File: config.mk
export PLATFORM = sky130hd
export DESIGN_NAME = memory_arbiter
export DESIGN_NICKNAME = d
export VERILOG_FILES = /design/src/rtl/cpu_types_pkg.sv /design/src/rtl/memory_arbiter.sv
export SDC_FILE = /design/constraint.sdc
export NUM_CORES = 1
export LEC_CHECK = 0
export BUFFER_PORTS_ARGS = -buffer_cell sky130_fd_sc_hd__buf_4
export CAP_MARGIN = 20
export CORE_UTILIZATION = 30
export DETAILED_ROUTE_END_ITERATION = 7
export GPL_ROUTABILITY_DRIVEN = 0
export SLEW_MARGIN = 20
export SYNTH_ARGS = -nofsm -noshare
export SYNTH_HDL_FRONTEND = slang
export SYNTH_SLANG_ARGS = --single-unit
File: constraint.sdc
create_clock -name clk -period 1.9 [get_ports clk]
set_input_delay 0.285 -clock clk [delete_from_list [all_inputs] [get_ports clk]]
set_output_delay 0.285 -clock clk [all_outputs]
set_load 0.02 [all_outputs]
File: src/rtl/cpu_types_pkg.sv
// Shared pipeline types: memory arbiter FSM states, transaction owner and
// the registered memory command bundle.
package cpu_types;

  typedef enum logic [1:0] {
    IDLE,
    INSTR,
    DATA,
    RESP
  } mem_arbiter_state_t;

  typedef enum logic {
    OWNER_INSTR,
    OWNER_DATA
  } mem_owner_t;

  typedef struct packed {
    logic        we;
    logic [31:0] addr;
    logic [31:0] wdata;
    logic [3:0]  mask;
  } mem_cmd_t;

endpackage

File: src/rtl/memory_arbiter.sv
// Shares one single-port memory between fetch and load/store, data first with a streak guard.
// Latency: request seen in IDLE -> mem_req next cycle; mem_ack at m -> requester ack at m+1.
// Backpressure: one transaction at a time; requesters hold req until ack (fetch also until flush).
module memory_arbiter
  import cpu_types::*;
#(
  parameter int MAX_DATA_STREAK = 4
) (
  input  logic        clk,
  input  logic        rst_n,
  input  logic        flush,
  input  logic        instr_req,
  input  logic [31:0] instr_addr,
  output logic        instr_ack,
  output logic [31:0] instr_rdata,
  input  logic        data_req,
  input  logic        data_we,
  input  logic [31:0] data_addr,
  input  logic [31:0] data_wdata,
  input  logic [3:0]  data_mask,
  output logic        data_ack,
  output logic [31:0] data_rdata,
  output logic        mem_req,
  output logic        mem_we,
  output logic [31:0] mem_addr,
  output logic [31:0] mem_wdata,
  output logic [3:0]  mem_mask,
  input  logic        mem_ack,
  input  logic [31:0] mem_rdata
);

  localparam int SW = $clog2(MAX_DATA_STREAK + 1);
  localparam logic [SW-1:0] STREAK_MAX = SW'(MAX_DATA_STREAK);

  mem_arbiter_state_t state_q, state_d;
  mem_owner_t         owner_q;
  mem_cmd_t           cmd_q;
  logic [SW-1:0]      streak_q;
  logic               drop_q;
  logic               mem_req_q;
  logic               instr_ack_q;
  logic               data_ack_q;
  logic [31:0]        instr_rdata_q;
  logic [31:0]        data_rdata_q;

  logic grant_data;
  logic grant_instr;
  logic mem_done;
  logic streak_sat;

  assign streak_sat = (streak_q == STREAK_MAX);

  always_comb begin
    state_d     = state_q;
    grant_data  = 1'b0;
    grant_instr = 1'b0;
    mem_done    = 1'b0;
    case (state_q)
      IDLE: begin
        // A saturated streak yields exactly one slot to a waiting fetch.
        if (data_req && !(streak_sat && instr_req)) begin
          grant_data = 1'b1;
          state_d    = DATA;
        end else if (instr_req && !flush) begin
          grant_instr = 1'b1;
          state_d     = INSTR;
        end
      end
      INSTR, DATA: begin
        if (mem_ack) begin
          mem_done = 1'b1;
          state_d  = RESP;
        end
      end
      RESP:    state_d = IDLE;
      default: state_d = IDLE;
    endcase
  end

  always_ff @(posedge clk) begin
    if (!rst_n) begin
      state_q       <= IDLE;
      owner_q       <= OWNER_INSTR;
      cmd_q         <= '0;
      streak_q      <= '0;
      drop_q        <= 1'b0;
      mem_req_q     <= 1'b0;
      instr_ack_q   <= 1'b0;
      data_ack_q    <= 1'b0;
      instr_rdata_q <= '0;
      data_rdata_q  <= '0;
    end else begin
      state_q     <= state_d;
      instr_ack_q <= 1'b0;
      data_ack_q  <= 1'b0;

      if (grant_data) begin
        owner_q     <= OWNER_DATA;
        mem_req_q   <= 1'b1;
        cmd_q.we    <= data_we;
        cmd_q.addr  <= data_addr;
        cmd_q.wdata <= data_wdata;
        cmd_q.mask  <= data_mask;
        if (!instr_req) begin
          streak_q <= '0;
        end else if (!streak_sat) begin
          streak_q <= streak_q + 1'b1;
        end
      end

      if (grant_instr) begin
        owner_q     <= OWNER_INSTR;
        mem_req_q   <= 1'b1;
        cmd_q.we    <= 1'b0;
        cmd_q.addr  <= instr_addr;
        cmd_q.wdata <= '0;
        cmd_q.mask  <= 4'hF;
        streak_q    <= '0;
      end

      // The memory cannot abort, so a flushed fetch runs to completion silently.
      if (state_q == INSTR && flush) begin
        drop_q <= 1'b1;
      end

      if (mem_done) begin
        mem_req_q <= 1'b0;
        if (owner_q == OWNER_DATA) begin
          data_rdata_q <= mem_rdata;
          data_ack_q   <= 1'b1;
        end else begin
          instr_rdata_q <= mem_rdata;
          instr_ack_q   <= !(drop_q || flush);
        end
      end

      if (state_q == RESP) begin
        drop_q <= 1'b0;
      end
    end
  end

  assign mem_req     = mem_req_q;
  assign mem_we      = cmd_q.we;
  assign mem_addr    = cmd_q.addr;
  assign mem_wdata   = cmd_q.wdata;
  assign mem_mask    = cmd_q.mask;
  assign data_ack    = data_ack_q;
  assign data_rdata  = data_rdata_q;
  assign instr_rdata = instr_rdata_q;
  // A flush arriving in the response cycle must still kill the fetch ack.
  assign instr_ack   = instr_ack_q & ~flush;

endmodule
---- Word level (Yosys, flattened, before mapping) ----
Index checks and enable logic that the tools add are counted.
operators by class
  $add $sub $neg .......................... 1
  $mul .................................... 0
  divide/modulo/power cells ............... 0
  order comparisons ....................... 0
  eq/ne operators ......................... 7
  shifts and indexed selects .............. 0
  mux-type cells .......................... 18
  bitwise logic cells ..................... 5
  reduce and logical (&&, ||, !) cells .... 20
operator list
  cell                                           count
  two-way mux 68 bit                             2
  two-way mux 1 bit                              10
  AND reduction 2 bit                            5
  OR reduction 2 bit                             4
  two-way mux 2 bit                              3
  two-way mux 3 bit                              2
  case mux 2 bit (3 select lines)                1
  == test 2 bit, second input constant           2
  logical AND 1 bit                              4
  inequality test 2 bit, second input constant   2
  NOT 1 bit                                      4
  adder 3 x 1 -> 3 bit, second input constant    1
  == test 3 bit, second input constant           1
  logical NOT 1 bit                              3
  inequality test 3 bit, second input constant   1
  OR reduction 3 bit                             1
  == test 2 x 1 -> 1 bit, second input constant  1
  logical NOT 2 bit                              1
  nonzero test 2 bit                             1
  bitwise AND 1 bit                              1
  logical OR 1 bit                               1
word-level totals
  bits in registers ....................... 143
  latch bits .............................. 0
  bits in writable memories ............... 0
  memory bits (read-only) ................. 0
  bits of input ports ..................... 139
  output and inout bits ................... 136
  word-level logic and storage cells ...... 64
  memories kept ........................... 0

---- Logic depth before layout (Yosys ltp) ----
Gate-level depths: netlist of the first run.
  depth in word-level cells ............... 8
  depth in mapped cells ................... 8
  gate-level depth less buffers ........... 5

---- Worst setup path before layout of the first run ----
Ideal clock, no wire load.
  kind .................................... reg-to-reg
  start point ............................. register state_q[0]
  end point ............................... register cmd_q (netlist bit mem_addr[10])
  library setup time ...................... 0.122 ns
  data arrival time ....................... 1.516 ns
  data required time ...................... 1.778 ns
  setup slack ............................. 0.262 ns
  stages on the path, launching flop included .. 8
  buffers on the path ..................... 2
  period minus slack after synthesis ...... 1.638 ns
  cell sequence ........................... dfxtp_1 > inv_1 > ha_1 > buf_4 > nand2_1 > clkbuf_1 > nor3_1 > a311o_1
on the way
  longest elaborated chain between the ends .. 3
  elaborated cells on any way between the ends .. 5
  those cells by class .................... mux (3); reduce/logical (2)
RTL lines
  element                                                   RTL line              source
  start: declaration                                        memory_arbiter.sv:35  mem_arbiter_state_t state_q, state_d;
  start signal: assignment                                  memory_arbiter.sv:93  state_q <= state_d;
  logical NOT 2 bit (*)                                     memory_arbiter.sv:58  case (state_q)
  two-way mux 1 bit                                         memory_arbiter.sv:58
  two-way mux 68 bit or nonzero test 2 bit (tied branches)  -
  end: declaration                                          memory_arbiter.sv:37  mem_cmd_t cmd_q;
Mark *: on every way between the ends. The rest lies on a longest branch, timed or not.
A chain may end at the register's enable or synchronous reset.

---- Final worst setup path of the first run ----
  start point ............................. register state_q[1]
  end point ............................... register cmd_q (netlist bit mem_addr[5])
Same word-level chain as after synthesis.

==> reports/qor.txt, run 1 <==
Max-slew headroom: 0.716
port bufs: 274
Comb power frac: 0.345
clock sink count: 143
Clk network pwr share: 0.309
DP Wirelength: 12600 um
Max Fclk: 572 MHz
hold slack final: 0.0864 ns
Setup Buffers After CTS: 0
Post-DP Area: 8180 um2
# DRC: 0
Sw Ratio: 0.349
Synth area leader: dfxtp_1
GRT Util Overall: 0.186
final slew viol count: 0
synth cell count leaders: nand2_1 (171), dfxtp_1 (143), a21oi_1 (104)
reg2reg end: mem_addr[5]
1st-pass router iterations: 4
Clk Latency, worst-skew pair: 0.42 ns
post-DR wirelength/cell: 15.3 um
fin area: 8780 um2
Die Y: 141 um
Netlist cell types: 38
Internal: 7.15 mW
Syn Nets: 867
Synth warnings: 0
CP endpoint kind: register
Vias: 6072
Slew @ Worst Pin: 0.425 ns
Inst Count DP: 1206
global-route wire length before repair: 29600 um
#FFs+latches synth: 143
CTS tree: yes
non-filler cells in the finished layout: 1238
top-count cell post-synth: nand2_1
period utilisation layout: 0.920
post-synthesis sequential area ratio: 0.491
Final #Nets: 1109
crit path kind: register to register
Worst VDD drop: 0.639 mV
Crit path required time: 2.21 ns
Final Hold Fails: 0
fillers: 1966
Die X: 141 um
Worst Skew: 0.00745 ns
row count: 50
Hold Path Class: input port to register
Ports: 275
worst slack at placement: 0.176 ns
vias in the first global route: 5852
Synth top area share: 0.491
Leakage: 3.67 nW
initial antenna violation count: 0
fin worst setup slack: 0.152 ns
r2r setup slk: 0.15 ns
Routed WL: 18900 um
initial core utilization: 0.308
H-tree depth: 4
maximum number of pins on one net before global-route repair: 52
Layout area overhead: 50.7%
share of layout cells above drive strength 1: 0.347
ys async rst share: 0
DR iter-0 viols: 313
core area: 18900 um2
Pwr per Cell Area: 1250 nW/um2
Worst-path clk slew: 0.06 ns
Max-cap violations: 0
die area: 20000 um2
Hold Path End: instr_ack_q
worst path arrival time: 2.05 ns
Post-Syn Area: 5830 um2
mean post-synth cell area: 8.06 um2
power share of the sequential group: 0.346
Psw: 3.84 mW
main area contributors after synthesis: dfxtp_1 (49%), nand2_1 (11%), a21oi_1 (8.9%)
ANT nets after route: 0
Clock Tree Root: clkbuf_16
Setup-failing EPs final: 0
total grt overflow: 0
Post-synth EDFFs: 0
hold path startpoint: flush
hold path depth: 2
Period minus WS final: 1.75 ns
maximum root-to-sink buffer count: 2
status: finished clean
Main synth FF type: dfxtp_1
Antenna Diode Count: 0
Syn Inst Count: 723
crit path from: state_q[1]
critical path startpoint category: register
R2R depth: 6
r2r startpoint: state_q[1]
crit-path max FO: 21
RSZ-0062 raised after global routing: false
via/cell ratio: 4.90
setup TNS: 0 ns
CTS Buf Count: 17
==> worst max-delay path: stages (launching register included) <==
cell and delay, ns:
dfxtp_1 0.32, inv_1 0.10, ha_1 0.33, and3b_1 0.28, a22oi_4 0.10, buf_12 0.16
a311o_1 0.35
==> power by group through the flow <==
stage	combinational [mW]	sequential [mW]	clock (mW)
floorplan	1.64	4.43	0
global placement	3.80	3.86	0
detailed placement	3.80	3.87	0
CTS	3.81	3.81	3.49
global route	4.12	3.87	3.59
finish	3.79	3.80	3.40
==> kinds of logic after synthesis <==
kind of cell / after synthesis / share of synthesized area
simple gates: 293 / 0.220
compound gates: 202 / 0.212
flops: 143 / 0.491
buf+inv: 80 / 0.0653
fa+ha+maj: 5 / 0.0107
==> worst max path at each step <==
| stage | to | slack [ns] | depth (start not counted) |
|---|---|---|---|
| after floorplan | mem_addr[10] | 0.26 | 7 |
| after global placement | mem_addr[14] | 0.21 | 6 |
| after detailed placement | mem_addr[3] | 0.18 | 6 |
| after CTS | mem_addr[3] | 0.16 | 6 |
| after global routing | mem_addr[5] | 0.07 | 6 |
| final | mem_addr[5] | 0.15 | 6 |
==> sequential cells by signal (all words and copies together), names as in the netlist, 2 cells and up <==
signal       cells
mem_addr        32
data_rdata      32
instr_rdata     32
mem_mask         4
state_q          2
mem_wdata       32
streak_q         3
==> metrics by stage <==
stage / util / total power [mW]
after floorplan: - / 6.07
after global placement: 0.433 / 7.65
after detailed placement: 0.433 / 7.67
after CTS: 0.465 / 11.1
after global routing: 0.465 / 11.6
final: 0.465 / 11.0
==> cells in the final DEF, fill, tap and decap left out, types with 2 or more instances in the layout <==
cell type  instances
o21ai_0           39
bufinv_16          2
dfxtp_1          143
a21boi_0           2
inv_6              3
ha_1               5
nor2_1             2
clkinv_2           4
a21oi_1          104
clkinv_4           2
nor3_1            42
o221ai_1          12
buf_4            284
clkbuf_16         17
buf_12            12
clkbuf_8           3
nor2b_1            2
inv_1              5
nand3_1           62
a31oi_1           16
nand2_1          170
a311o_1           20
nand4_1            2
and3b_1            2
nand3b_1           3
==> timing repair <==
| item | in CTS | in global routing |
|---|---|---|
| gates resized for setup | 0 | 1 |
| endpoints found under the setup margin | 0 | 1 |
| hold buffers | 0 | 0 |
==> final cells by class <==
class	count	area, um2	share of cell area
sequential	143	2860	0.326
multi-input combinational	500	2590	0.295
timing repair buffer	297	2380	0.271
clock buffer	20	467	0.0532
tap	260	325	0.0371
clock inverter	12	131	0.0150
inverter	6	22.5	0.00257
==> metal layers <==
metal / share of wire / vias up / track usage
li1: - / 3008 / -
met1: 0.43 / 2830 / 0.226
met2: 0.47 / 214 / 0.307
met3: 0.078 / 20 / 0.0584
met4: 0.017 / 0 / 0.0669
met5: 0 / - / 0
Power figures use the tool's default switching activity.
==> inputs of run 2 (changes only) <==
==> constraint.sdc (replaced) <==
create_clock -name clk -period 1.9 [get_ports clk]
set_input_delay 0.285 -clock clk [delete_from_list [all_inputs] [get_ports clk]]
set_output_delay 0.285 -clock clk [all_outputs]
set_load 0.1 [all_outputs]
==> reports/qor.txt, run 2 (same netlist as run 1, synthesis figures left out) <==
status: finished clean
vias in the first global route: 5746
total grt overflow: 0
RSZ-0062 raised after global routing: false
CTS Buf Count: 17
initial antenna violation count: 0
commonest non-fill, non-tap cell in the layout: buf_4
Worst VDD drop: 0.594 mV
clock sink count: 143
maximum number of pins on one net before global-route repair: 51
fillers: 1958
most frequent cells in the layout: buf_4 (286), nand2_1 (170), dfxtp_1 (143)
Hold Path Class: input port to register
slowest CP cell: a311o_1
worst path arrival time: 2.08 ns
Slew @ Worst Pin: 0.456 ns
Worst-path clk slew: 0.07 ns
via/cell ratio: 4.88
Worst Skew: 0.0102 ns
initial core utilization: 0.308
crit path buf inv count: 2
Pwr per Cell Area: 1590 nW/um2
hold slack final: 0.101 ns
Clk network pwr share: 0.243
Die X: 141 um
critical path startpoint category: register
hold_buf cts: 0
Clock Tree Root: clkbuf_16
row count: 50
Antenna Diode Count: 0
GRT Util Overall: 0.188
Psw: 6.79 mW
CTS resizes: 0
Max-cap violations: 0
crit path kind: register to register
crit-path max FO: 21
final slew viol count: 0
CP Cell Sequence: inv_1, ha_1, and3b_1, a22oi_4, buf_12, a311o_1
DP Wirelength: 13000 um
period utilisation layout: 0.937
core area: 18900 um2
Sw Ratio: 0.487
Vias: 6051
FF/Latch Area: 2860 um2
post-DR wirelength/cell: 15.4 um
Comb power frac: 0.483
Final Hold Fails: 0
H-tree depth: 4
Setup-failing EPs final: 0
worst slack at placement: 0.142 ns
power share of the sequential group: 0.274
Final #Nets: 1110
CTS tree: yes
port bufs: 274
Max-slew headroom: 0.696
setup TNS: 0 ns
global-route wire length before repair: 29700 um
Routed WL: 19100 um
Leakage: 3.66 nW
maximum root-to-sink buffer count: 2
Setup Buffers After CTS: 0
DR iter-0 viols: 264
Clk Latency, worst-skew pair: 0.41 ns
die area: 20000 um2
Pwr Total: 13.9 mW
Crit path required time: 2.20 ns
Internal: 7.14 mW
Die Y: 141 um
ANT nets after route: 0
CP endpoint kind: register
Layout area overhead: 50.8%
Ports: 275
fin worst setup slack: 0.120 ns
Multi-input gate area: 2590 um2
Period minus WS final: 1.78 ns
CP peak stage delay: 0.35 ns
delay-heaviest family, CP: compound AO/OA/AOI/OAI gates
r2r setup slk: 0.12 ns
1st-pass router iterations: 4
Max Fclk: 562 MHz
# DRC: 0
share of layout cells above drive strength 1: 0.348
==> run 2: changes by cell type in the layout (fill, tap and decap cells not counted) <==
| cell | previous run | this run |
|---|---|---|
| buf_4 | 284 | 286 |
| nor2b_2 | 0 | 1 |
| clkinvlp_4 | 1 | 3 |
| buf_6 | 1 | 0 |
| inv_8 | 0 | 1 |
| nor2b_1 | 2 | 1 |
| clkbuf_8 | 3 | 1 |
| clkinv_2 | 4 | 2 |
| inv_6 | 3 | 4 |
==> run 2: worst paths after layout <==
| check | start | endpoint | cells after the start |
|---|---|---|---|
| hold / removal | flush | instr_ack_q | 2 |
| hold reg to reg | drop_q | instr_ack_q | 1 |
| setup reg to reg | state_q[1] | mem_addr[11] | 6 |
| setup / recovery | state_q[1] | mem_addr[11] | 6 |
==> run 2: power by group through the flow <==
stage	combinational (mW)	clock (mW)	sequential [mW]
final	6.73	3.39	3.81
after global routing	7.05	3.62	3.87
after CTS	6.78	3.47	3.82
after detailed placement	6.78	0	3.88
after global placement	6.74	0	3.87
after floorplan	1.66	0	7.31
==> run 2: per-stage QoR <==
step	instance area [um2]	cells	util
floorplan	5830	723	-
finish	8780	1239	0.465
global route	8780	1239	0.465
global placement	8190	1207	0.433
CTS	8780	1239	0.465
detailed placement	8190	1207	0.433
==> run 2: metal layers <==
metal	wire (um)	vias up	global-route usage
met5	0	-	0
met4	192	0	0.0543
met3	1350	16	0.0543
met2	9350	198	0.323
met1	8220	2823	0.226
li1	-	3014	-
==> run 2: final cells by class <==
cell class                 count  share of cell area
clock inverter                14              0.0178
inverter                       6             0.00256
multi-input combinational    500               0.295
tap                          260              0.0370
sequential                   143               0.326
timing repair buffer         298               0.272
clock buffer                  18              0.0500
==> inputs of run 3 (changes only) <==
--- a/config.mk
+++ b/config.mk
@@ -7,9 +7,10 @@
 export LEC_CHECK = 0
 export BUFFER_PORTS_ARGS = -buffer_cell sky130_fd_sc_hd__buf_4
 export CAP_MARGIN = 20
-export CORE_UTILIZATION = 30
+export CORE_UTILIZATION = 45
 export DETAILED_ROUTE_END_ITERATION = 7
 export GPL_ROUTABILITY_DRIVEN = 0
+export PLACE_DENSITY = 0.78
 export SLEW_MARGIN = 20
 export SYNTH_ARGS = -nofsm -noshare
 export SYNTH_HDL_FRONTEND = slang
==> reports/qor.txt, run 3 (same netlist as run 1, synthesis figures left out) <==
maximum root-to-sink buffer count: 2
Worst Skew: 0.00518 ns
Inst Count DP: 1117
worst path arrival time: 1.99 ns
Crit path required time: 2.20 ns
RSZ-0062 raised after global routing: false
H-tree depth: 4
final slew viol count: 0
worst slack at placement: 0.233 ns
Max Fclk: 591 MHz
DP Wirelength: 11900 um
Routed WL: 17700 um
Antenna Diode Count: 0
Slew @ Worst Pin: 0.425 ns
fin worst setup slack: 0.207 ns
Clock Tree Root: clkbuf_16
Die Y: 116 um
power share of the sequential group: 0.273
crit path kind: register to register
die area: 13400 um2
Layout area overhead: 49.6%
status: finished clean
hold slack final: 0.101 ns
Pwr per Cell Area: 1610 nW/um2
GRT Util Overall: 0.259
critical path startpoint category: register
Comb power frac: 0.481
core area: 12600 um2
fillers: 1113
global-route wire length before repair: 27300 um
row count: 41
crit path buf inv count: 2
Leakage: 3.69 nW
Sw Ratio: 0.471
Setup Buffers After CTS: 0
vias in the first global route: 5536
CTS resizes: 0
Max-slew headroom: 0.717
port bufs: 274
post-DR wirelength/cell: 15.4 um
CP peak stage delay: 0.35 ns
crit-path max FO: 21
Worst-path clk slew: 0.06 ns
CTS tree: yes
commonest non-fill, non-tap cell in the layout: buf_4
most frequent cells in the layout: buf_4 (282), nand2_1 (170), dfxtp_1 (143)
DR iter-0 viols: 478
Final #Nets: 1108
initial antenna violation count: 0
Psw: 6.60 mW
Setup-failing EPs final: 0
# DRC: 0
maximum number of pins on one net before global-route repair: 55
share of layout cells above drive strength 1: 0.346
non-filler cells in the finished layout: 1149
CTS Buf Count: 17
Ports: 275
Internal: 7.40 mW
hold path startpoint: flush
clock sink count: 143
total grt overflow: 0
slowest CP cell: a311o_1
delay-heaviest family, CP: compound AO/OA/AOI/OAI gates
hold_buf cts: 0
CP Cell Sequence: inv_1, ha_1, and2_2, a22oi_4, buf_12, a311o_1
Clk network pwr share: 0.246
Final Hold Fails: 0
Period minus WS final: 1.69 ns
period utilisation layout: 0.891
Worst VDD drop: 0.901 mV
1st-pass router iterations: 5
Pwr Total: 14.0 mW
Vias: 6097
setup TNS: 0 ns
ANT nets after route: 0
via/cell ratio: 5.31
Hold Path Class: input port to register
r2r startpoint: state_q[1]
Die X: 116 um
Max-cap violations: 0
initial core utilization: 0.462
Clk Latency, worst-skew pair: 0.41 ns
crit path from: state_q[1]
CP endpoint kind: register
==> run 3: cell types whose count changed in the layout (fill, tap and decap cells not counted), moves of 2 or more <==
cell and delta:
buf_4 -4, clkbuf_8 +4, inv_6 -3, buf_12 +2
clkinv_4 -2
==> run 3: stage by stage <==
| step | area [um2] | utilization |
|---|---|---|
| after floorplan | 5830 | - |
| after global placement | 8090 | 0.641 |
| after detailed placement | 8090 | 0.641 |
| after CTS | 8710 | 0.691 |
| after global routing | 8710 | 0.691 |
| final | 8710 | 0.691 |
==> run 3: worst paths after layout <==
path	end	slack, ns	cells after the start
worst min-delay path	instr_ack_q	0.10	2
worst max register to register	mem_addr[11]	0.21	6
worst min register to register	instr_ack_q	0.44	1
worst max-delay path	mem_addr[11]	0.21	6
==> run 3: layout make-up <==
cell class	instances	area, um2	share of cell area
multi-input combinational	500	2590	0.297
inverter	6	22.5	0.00258
sequential	143	2860	0.329
timing repair buffer	296	2400	0.275
clock buffer	23	498	0.0571
tap	172	215	0.0247
clock inverter	9	129	0.0148
==> run 3: power groups by stage <==
stage / registers (mW) / logic (mW) / clock network [mW]
detailed placement: 3.87 / 6.74 / 0
floorplan: 7.31 / 1.66 / 0
finish: 3.82 / 6.73 / 3.45
global placement: 3.85 / 6.71 / 0
CTS: 3.81 / 6.75 / 3.51
global route: 3.87 / 7.03 / 3.66
==> run 3: routing by layer <==
metal	track usage	vias up	part of all wire
li1	-	3018	-
met1	0.305	2817	0.40
met2	0.445	238	0.50
met3	0.0811	24	0.083
met4	0.0915	0	0.017
met5	0	-	0
==> run 3: worst reg2reg max path, delay by kind of cell, from the launching register on <==
kind / cells / cell delay (ns)
AOI/OAI and AO/OA: 2 / 0.45
adders and majority gates: 1 / 0.21
buffers and inverters: 2 / 0.27
DFF: 1 / 0.32
and+or+nand+nor: 1 / 0.34
